## src/rtl/regbank_reader.sv

```systemverilog
// Burst reader: walks a register bank read port from first_addr for up to one full bank of words,
// presenting each captured word on a valid/ready output.
module regbank_reader #(
  parameter int unsigned DATA_W = 8,
  parameter int unsigned ADDR_W = 3
) (
  input  logic              clk,
  input  logic              rst,
  input  logic              start,
  input  logic [ADDR_W-1:0] first_addr,
  input  logic [3:0]        count,
  output logic [ADDR_W-1:0] ra,
  input  logic [DATA_W-1:0] rd,
  output logic [DATA_W-1:0] out_data,
  output logic [ADDR_W-1:0] out_addr,
  output logic              out_valid,
  input  logic              out_ready,
  output logic              busy,
  output logic              done
);

  // Cap the burst at one pass over the bank so no register is emitted twice.
  localparam logic [3:0] MaxWords = (ADDR_W >= 4) ? 4'd15 : 4'(2 ** ADDR_W);

  typedef enum logic [1:0] {
    StIdle,
    StRead,
    StHold,
    StDone
  } state_e;

  state_e              state_q, state_d;
  logic [ADDR_W-1:0]   ptr_q, ptr_d;
  logic [3:0]          rem_q, rem_d;
  logic [DATA_W-1:0]   data_q, data_d;
  logic [ADDR_W-1:0]   addr_q, addr_d;
  logic                valid_q, valid_d;

  always_comb begin
    state_d = state_q;
    ptr_d   = ptr_q;
    rem_d   = rem_q;
    data_d  = data_q;
    addr_d  = addr_q;
    valid_d = valid_q;
    unique case (state_q)
      StIdle: begin
        if (start) begin
          ptr_d   = first_addr;
          rem_d   = (count > MaxWords) ? MaxWords : count;
          state_d = (count == 4'd0) ? StDone : StRead;
        end
      end
      StRead: begin
        data_d  = rd;
        addr_d  = ptr_q;
        valid_d = 1'b1;
        state_d = StHold;
      end
      StHold: begin
        if (valid_q && out_ready) begin
          valid_d = 1'b0;
          rem_d   = rem_q - 4'd1;
          if (rem_q == 4'd1) begin
            state_d = StDone;
          end else begin
            ptr_d   = ptr_q + 1'b1;
            state_d = StRead;
          end
        end
      end
      StDone: begin
        state_d = StIdle;
      end
      default: begin
        state_d = StIdle;
      end
    endcase
  end

  always_ff @(posedge clk) begin
    if (rst) begin
      state_q <= StIdle;
      ptr_q   <= '0;
      rem_q   <= '0;
      data_q  <= '0;
      addr_q  <= '0;
      valid_q <= 1'b0;
    end else begin
      state_q <= state_d;
      ptr_q   <= ptr_d;
      rem_q   <= rem_d;
      data_q  <= data_d;
      addr_q  <= addr_d;
      valid_q <= valid_d;
    end
  end

  assign ra        = ptr_q;
  assign out_data  = data_q;
  assign out_addr  = addr_q;
  assign out_valid = valid_q;
  assign busy      = (state_q == StRead) || (state_q == StHold);
  assign done      = (state_q == StDone);

endmodule

```

## config.mk

```make
export PLATFORM = sky130hd
export DESIGN_NAME = regbank_reader
export DESIGN_NICKNAME = d
export VERILOG_FILES = /design/src/rtl/regbank_reader.sv
export SDC_FILE = /design/constraint.sdc
export NUM_CORES = 1
export LEC_CHECK = 0
export BUFFER_PORTS_ARGS = -buffer_cell sky130_fd_sc_hd__buf_2
export CAP_MARGIN = 25
export CORE_MARGIN = 1.5
export CORE_UTILIZATION = 42
export CTS_BUF_LIST = sky130_fd_sc_hd__clkbuf_2 sky130_fd_sc_hd__clkbuf_4 sky130_fd_sc_hd__clkbuf_8
export DETAILED_ROUTE_END_ITERATION = 16
export GPL_ROUTABILITY_DRIVEN = 0
export GPL_TIMING_DRIVEN = 0
export PLACE_DENSITY = 0.74
export SYNTH_ARGS = -nofsm -noshare
export SYNTH_HDL_FRONTEND = slang
export SYNTH_SLANG_ARGS = --single-unit
```

## constraint.sdc

```tcl
create_clock -name clk -period 2.7 [get_ports clk]
set_input_delay 0.54 -clock clk [delete_from_list [all_inputs] [get_ports clk]]
set_output_delay 0.54 -clock clk [all_outputs]
set_load 0.05 [all_outputs]
```

# Yosys cells after proc, flatten, opt, wreduce, memory -nomap -nowiden
# Index checks and enable logic that the tools add are counted.
# Widths: inputs -> output; s select.
[totals]
register_bits = 21
output_inout_bits = 17
[classes]
n_mux = 15
add_sub_neg = 2
magnitude_cmp = 1
n_reduce_logical = 10
n_eq_ne = 7
[ops]
columns = ["operator", "n"]
rows = [
  ["$mux 4", 3],
  ["$mux 3", 3],
  ["$mux 2", 4],
  ["$pmux 2 s4", 1],
  ["$pmux 4 s2", 1],
  ["$ne 2x2->1 const B", 3],
  ["$pmux 3 s2", 1],
  ["$eq 2x2->1 const B", 2],
  ["$eq 4x1->1 const B", 1],
  ["$gt 4x4->1 const B", 1],
  ["$logic_not 4->1", 1],
  ["$reduce_and 2->1", 2],
  ["$reduce_and 4->1", 1],
  ["$reduce_bool 2->1", 2],
  ["$sub 4x1->4 const B", 1],
  ["$add 3x1->3 const B", 1],
  ["$reduce_and 3->1", 1],
  ["$eq 2x1->1 const B", 1],
  ["$logic_not 2->1", 1],
  ["$pmux 1 s2", 1],
  ["$logic_and 1x1->1", 1],
  ["$logic_or 1x1->1", 1],
  ["$mux 1", 1],
]

# Logic depth before layout (Yosys ltp)
# Gate-level depths: netlist (run 1).
[logic_depth]
word_depth = 4
mapped_depth = 7
depth_no_buf = 6

# Least setup slack after synthesis (run 1)
# No wires, ideal clock.
[synth_timing]
path_type = "register -> register"
startpoint = "register state_q[0]"
endpoint = "register rem_q[1]"
required_ps = 2569
arrival_ps = 1441
setup_ps = 131
stages_incl_launch_ff = 8
slack_ps = 1128
path_cell_list = "dfxtp_1 inv_1 ha_1 buf_6 a21boi_2 nor2_2 o221ai_1 nor3b_1"
[synth_between]
elab_chain_cells = 3
elab_cells_between_ends = 7
[synth_rtl]
columns = ["item", "line_no", "text"]
rows = [
  ["start, declared", "32", "state_e state_q, state_d;"],
  ["start signal, assigned", "83", "state_q <= StIdle;"],
  ["start signal, assigned", "90", "state_q <= state_d;"],
  ["$eq 2x2->1 or $logic_not 2->1 (tied branches)", "46", "unique case (state_q)"],
  ["$ne 2x2->1 (no source line) or $reduce_bool 2->1 (tied branches)", "--", ""],
  ["$reduce_and 3->1 (no source line)", "--", ""],
  ["end signal, assigned", "92", "rem_q <= rem_d;"],
  ["end, declared", "34", "logic [3:0] rem_q, rem_d;"],
]
# Several ways; a longest one is shown, not always the timed one.
# A chain may end at the register's enable or synchronous reset.

# Worst setup path in the final report (run 1)
[layout_timing]
startpoint = "register state_q[1]"
endpoint = "output port busy"
[layout_between]
elab_chain_cells = 2
elab_cells_between_ends = 3
[layout_rtl]
columns = ["item", "line_no", "text"]
rows = [
  ["$eq 2x1->1 or $eq 2x2->1 (tied branches)", "103", "assign busy = (state_q == StRead) || (state_q == StHold);"],
  ["$logic_or 1x1->1 *", "103", ""],
  ["end, declared", "18", "output logic busy,"],
]
# Every way passes the cells marked *; elsewhere a longest branch is shown, timed or not.

==> out/qor.txt, run 1 <==
TritonCTS clock tree - yes
wire per inst - 12.2 microns
Area growth, synth to finish - 21.9%
Synth top area share - 0.380
ranking of synthesized cells by area - dfxtp_1 (38%), mux2i_1 (11%), ha_1 (10%), nor2_1 (5.8%), a21oi_1 (4.5%)
Final Hold Viols - 0
cell taking the most area after synthesis - dfxtp_1
RSZ-0062 raised after global routing - false
Worst path depth - 3
switching power - 0.000764 W
Power Dens Cells - 1160 nW/um^2
final worst path period share - 0.699
most frequent cells in the layout - buf_2 (36), dfxtp_1 (21), nor2_1 (17)
Worst setup SP type - flop
Hold WC Path Type - input pin to flop
# resized after CTS - 0
clock-pin transition on the worst setup and hold timing paths - 110 ps
Via-to-Cell Ratio - 5.21
Crit Path Class - flop to output port
CP max-delay cell - dfxtp_1
clk root buf - clkbuf_4
Synth warnings - 0
multi-input logic area - 641 sq um
Final ANT Viol Nets - 0
Max-slew headroom - 0.694
setup ws final - 811 ps
final wirelength - 2290 microns
EDFF count, synth - 0
Final Max Slew Viols - 0
clock latency on the worst-skew pair - 290 ps
Setup TNS - 0 ps
CP arrival - 1350 ps
GRT overflow - 0
vias in the first global route - 846
first drt pass iteration count - 4
fmax - 0.529 GHz
drt drc - 0
r2r worst-path depth - 7
LEAKAGE - 0.622 nW
layout cells sized above 1 - 0.304
largest net degree at the start of global routing - 12
top_reg_cell synth - dfxtp_1
initial antenna violation count - 0
outcome - finished, final reports clean
synth unique cells - 34
Starting Density - 0.447
global-route met3 utilization - 0.0574
Power, Total - 0.00157 W
die width - 54.3 microns
Post-Place Setup Slack - 905 ps
worst r2r src - state_q[0]$_SDFFE_PP0P_
Hold Path Origin - rd[0]
CP Cell Sequence - inv_1, ha_1, buf_2
Core Area - 2480 sq um
Post-synth ARST share - 0
die height - 54.3 microns
Comb pwr share - 0.596
total of max-cap violations - 0
clk buf depth - 2
Overall Global Routing Usage - 0.168
Filler cells - 235
Setup Skew - 4.02 ps
synthesis-stage register bit count - 21
post-synth design cell area - 1110 sq um
syn nets - 147
Critical Path Fanout Max - 5
setup violation total in the final timing report - 0
CTS sink count - 21
Post-CTS Setup Bufs - 0
met1 Usage GRT - 0.212
Final HPWL DP - 1780 microns
Setup crit end kind - output port
Cells on Worst Hold Path - 3
WHS - 478 ps
M2 GR Usage - 0.271
hold_buf cts - 0
Slew @ Worst Pin - 459 ps
FF/Latch Area - 420 sq um
CTS Buf Count - 3
Top delay family on crit path - flip-flops
WP data required - 2160 ps
num ports - 36
routed vias - 980
Detailed Route Iter0 Violations - 15
row cnt - 18
part of the power in registers - 0.305
antenna cells - 0
Final Critical Period - 1890 ps
P_int - 0.000803 W
Critical Path Max Stage Delay - 410 ps
Seq/Total Area, Yosys - 0.380
Util after Layout - 0.545
Sw Share - 0.488
Post-Syn Area per Cell - 9.31 sq um
H-tree levels - 1
Post-Synthesis Cells - 119
gr busiest metal - met2
Clk pwr share - 0.099
CP bufs+invs - 2
Max VDD drop - 0.635 mV
first-pass GRT wire length - 3590 microns
crit path from - state_q[1]$_SDFFE_PP0P_
Layout Nets - 187
leading cell type in the layout, fill and taps excluded - buf_2
I/O Buffers - 35
die outline area - 2950 sq um
[kinds of logic after synthesis]
group                    Yosys count  synth area share
AO/OA/AOI/OAI                     24             0.145
adder cells (fa/ha/maj)            9             0.102
buffers and inverters             10            0.0418
flip-flops                        21             0.380
multiplexers                      15             0.142
AND/OR/NAND/NOR                   40             0.190
[power by group through the flow]
stage          logic [W]  clock network, W  registers (W)
5_1_grt          0.00102          0.000181       0.000493
3_5_place_dp    0.000933                 0       0.000485
2_1_floorplan   0.000561                 0       0.000674
6_report        0.000934          0.000155       0.000478
3_3_place_gp    0.000914                 0       0.000479
4_1_cts         0.000937          0.000163       0.000478
[cells in the mapped netlist (all sizes together), types with 3 or more instances]
cell type,instances
mux2i,12
nand2,5
mux2,3
a21oi,10
nor3,3
nor2,18
nand3,4
ha,9
nor2b,3
inv,6
o21ai,5
dfxtp,21
[flip-flops by register name, summed over array words and instances, names as in the netlist]
signal,flops
out_valid,1
ra,3
rem_q,4
out_data,8
out_addr,3
state_q,2
[worst min-delay path, stage by stage]
cell and delay (ps):
buf_2 70, mux2i_1 50, nor2_1 70
[per-layer routing]
metal  part of all wire  routed length [microns]
met1               0.48                     1100
met2               0.48                     1090
met3              0.037                       84
met4             0.0074                       17
met5                  0                        0
[path summary, 6_finish.rpt]
kind,end,slack [ps]
worst max-delay path,busy,810
worst min-delay path,out_data[0]$_SDFFE_PP0P_,480
worst max register to register,rem_q[1]$_SDFFE_PP0P_,900
worst min register to register,out_data[7]$_SDFFE_PP0P_,500
[stage by stage]
stage	instance area (sq um)	cells
2_1_floorplan	1110	119
3_3_place_gp	1320	184
3_5_place_dp	1320	184
4_1_cts	1350	188
5_1_grt	1350	188
6_report	1350	188
[layout make-up]
class                      count  share of cell area
clock buffer                   4              0.0222
sequential                    21               0.311
tap                           30              0.0278
buffer                         4              0.0176
timing repair buffer          35               0.130
multi-input combinational     88               0.475
inverter                       6              0.0167
No activity file was read; power rests on OpenSTA's default activity.
==> inputs of run 2 (changes only) <==
--- a/config.mk
+++ b/config.mk
@@ -13,7 +13,7 @@
 export DETAILED_ROUTE_END_ITERATION = 16
 export GPL_ROUTABILITY_DRIVEN = 0
 export GPL_TIMING_DRIVEN = 0
-export PLACE_DENSITY = 0.74
+export PLACE_DENSITY = 0.77
 export SYNTH_ARGS = -nofsm -noshare
 export SYNTH_HDL_FRONTEND = slang
 export SYNTH_SLANG_ARGS = --single-unit
==> constraint.sdc (replaced) <==
create_clock -name clk -period 1.7 [get_ports clk]
set_input_delay 0.34 -clock clk [delete_from_list [all_inputs] [get_ports clk]]
set_output_delay 0.34 -clock clk [all_outputs]
set_load 0.05 [all_outputs]
==> run 2 against run 1 <==
Effect of this change:
- setup slack lost 750 ps
- clock power grew 66%
- combinational power grew 66%
- worst hold slack lost 230 ps
- first-iteration DRC count grew 20%
- total power grew 64%
- sequential cell count is the same
- critical path depth is the same
- largest power group unchanged
==> out/qor.txt, run 2 (synthesis results as in run 1) <==
largest net degree at the start of global routing - 13
Layout Nets - 188
die width - 54.3 microns
LEAKAGE - 0.627 nW
Core Area - 2480 sq um
Setup Skew - 3.77 ps
CP arrival - 1300 ps
Setup crit end kind - output port
Starting Density - 0.447
Max VDD drop - 1.29 mV
Via-to-Cell Ratio - 5.21
initial antenna violation count - 0
Critical Path Max Stage Delay - 420 ps
outcome - finished, final reports clean
global-route met3 utilization - 0.0355
CP Cell Sequence - inv_1, ha_1, buf_4
die height - 54.3 microns
clock-pin transition on the worst setup and hold timing paths - 120 ps
final wirelength - 2540 microns
vias in the first global route - 867
M2 GR Usage - 0.289
met1 Usage GRT - 0.208
row cnt - 18
Final Critical Period - 1640 ps
final worst path period share - 0.963
first-pass GRT wire length - 3690 microns
Slew @ Worst Pin - 478 ps
leading cell type in the layout, fill and taps excluded - buf_2
Post-Place Setup Slack - -75.0 ps
antenna cells - 0
Critical Path Fanout Max - 5
part of the power in registers - 0.298
drt drc - 0
Detailed Route Iter0 Violations - 18
CTS sink count - 21
layout cells sized above 1 - 0.333
Overall Global Routing Usage - 0.178
GRT overflow - 0
setup ws final - 63.0 ps
TritonCTS clock tree - yes
die outline area - 2950 sq um
setup violation total in the final timing report - 0
Post-Layout Inst Area - 1380 sq um
num ports - 36
CTS Buf Count - 3
total of max-cap violations - 0
Final Hold Viols - 0
Final HPWL DP - 1920 microns
routed vias - 985
clock latency on the worst-skew pair - 320 ps
Hold WC Path Type - input pin to flop
Area growth, synth to finish - 24.2%
most frequent cells in the layout - buf_2 (35), dfxtp_1 (20), nor2_1 (16)
Sw Share - 0.496
Final ANT Viol Nets - 0
RSZ-0062 raised after global routing - false
fmax - 0.611 GHz
Final Max Slew Viols - 0
Worst setup SP type - flop
CP max-delay cell - dfxtp_1
gr busiest metal - met2
WP data required - 1360 ps
I/O Buffers - 35
clk root buf - clkbuf_4
wire per inst - 13.4 microns
Max-slew headroom - 0.681
clk buf depth - 2
flip-flop count of the largest register after layout - 8
Comb pwr share - 0.603
first drt pass iteration count - 4
P_int - 0.00130 W
H-tree levels - 1
Power Dens Cells - 1870 nW/um^2
hold_buf cts - 0
dpl cell area - 1320 sq um
Clk pwr share - 0.100
Crit Path Class - flop to output port
switching power - 0.00128 W
[run 2: changes by cell type in the layout (fill, tap and decap cells not counted), sizes merged]
| cell | change |
|---|---|
| clkbuf | -1 |
| clkinv | +1 |
| buf | +1 |
[run 2: path summary, 6_finish.rpt]
kind,slack (ps),cells after the start,from,endpoint
max reg2reg,90,6,state_q[1]$_SDFFE_PP0P_,ra[0]$_SDFFE_PP0P_
max,60,3,state_q[1]$_SDFFE_PP0P_,busy
min reg2reg,510,2,ra[1]$_SDFFE_PP0P_,ra[1]$_SDFFE_PP0P_
min,250,2,rst,rem_q[3]$_SDFFE_PP0P_
[run 2: cell type report]
| cell class | count | area, sq um |
|---|---|---|
| Buffer | 4 | 23.8 |
| Clock buffer | 3 | 22.5 |
| Clock inverter | 1 | 5.00 |
| Fill cell | 234 | 1100 |
| Inverter | 6 | 22.5 |
| Multi-Input combinational cell | 88 | 657 |
| Sequential cell | 21 | 422 |
| Tap cell | 30 | 37.5 |
| Timing Repair Buffer | 36 | 185 |
[run 2: metal layers]
| metal | vias to the layer above | wire length [microns] |
|---|---|---|
| met3 | 8 | 105 |
| li1 | 501 | - |
| met4 | 0 | 80 |
| met5 | - | 0 |
| met1 | 448 | 1100 |
| met2 | 28 | 1260 |
[run 2: per-stage QoR]
step | TNS (ps) | utilization | total power [W] | hold WS, ps | cells
global placement | -23.4 | 0.533 | 0.00221 | 468 | 184
floorplan | 0 | - | 0.00196 | 458 | 119
CTS | 0 | 0.547 | 0.00255 | 248 | 188
finish | 0 | 0.555 | 0.00257 | 249 | 189
detailed placement | -75.0 | 0.533 | 0.00227 | 476 | 184
global route | 0 | 0.555 | 0.00274 | 245 | 189
[run 2: power groups by stage]
stage	clock network, W	logic, W	registers, W
floorplan	0	0.000891	0.00107
global placement	0	0.00144	0.000761
detailed placement	0	0.00149	0.000775
CTS	0.000260	0.00152	0.000764
global route	0.000278	0.00167	0.000790
finish	0.000257	0.00155	0.000766
[run 2: repair_timing]
item	in CTS	in global routing
setup buffers	0	1
resized for setup	3	3
cloned	0	0
endpoints found under the setup margin	3	4
[run 2: worst max-delay path: cells and delay by family, from the launching register on]
kind / cells / cell delay, ps
adders and majority gates: 1 / 280
DFF: 1 / 420
buffers and inverters: 2 / 290
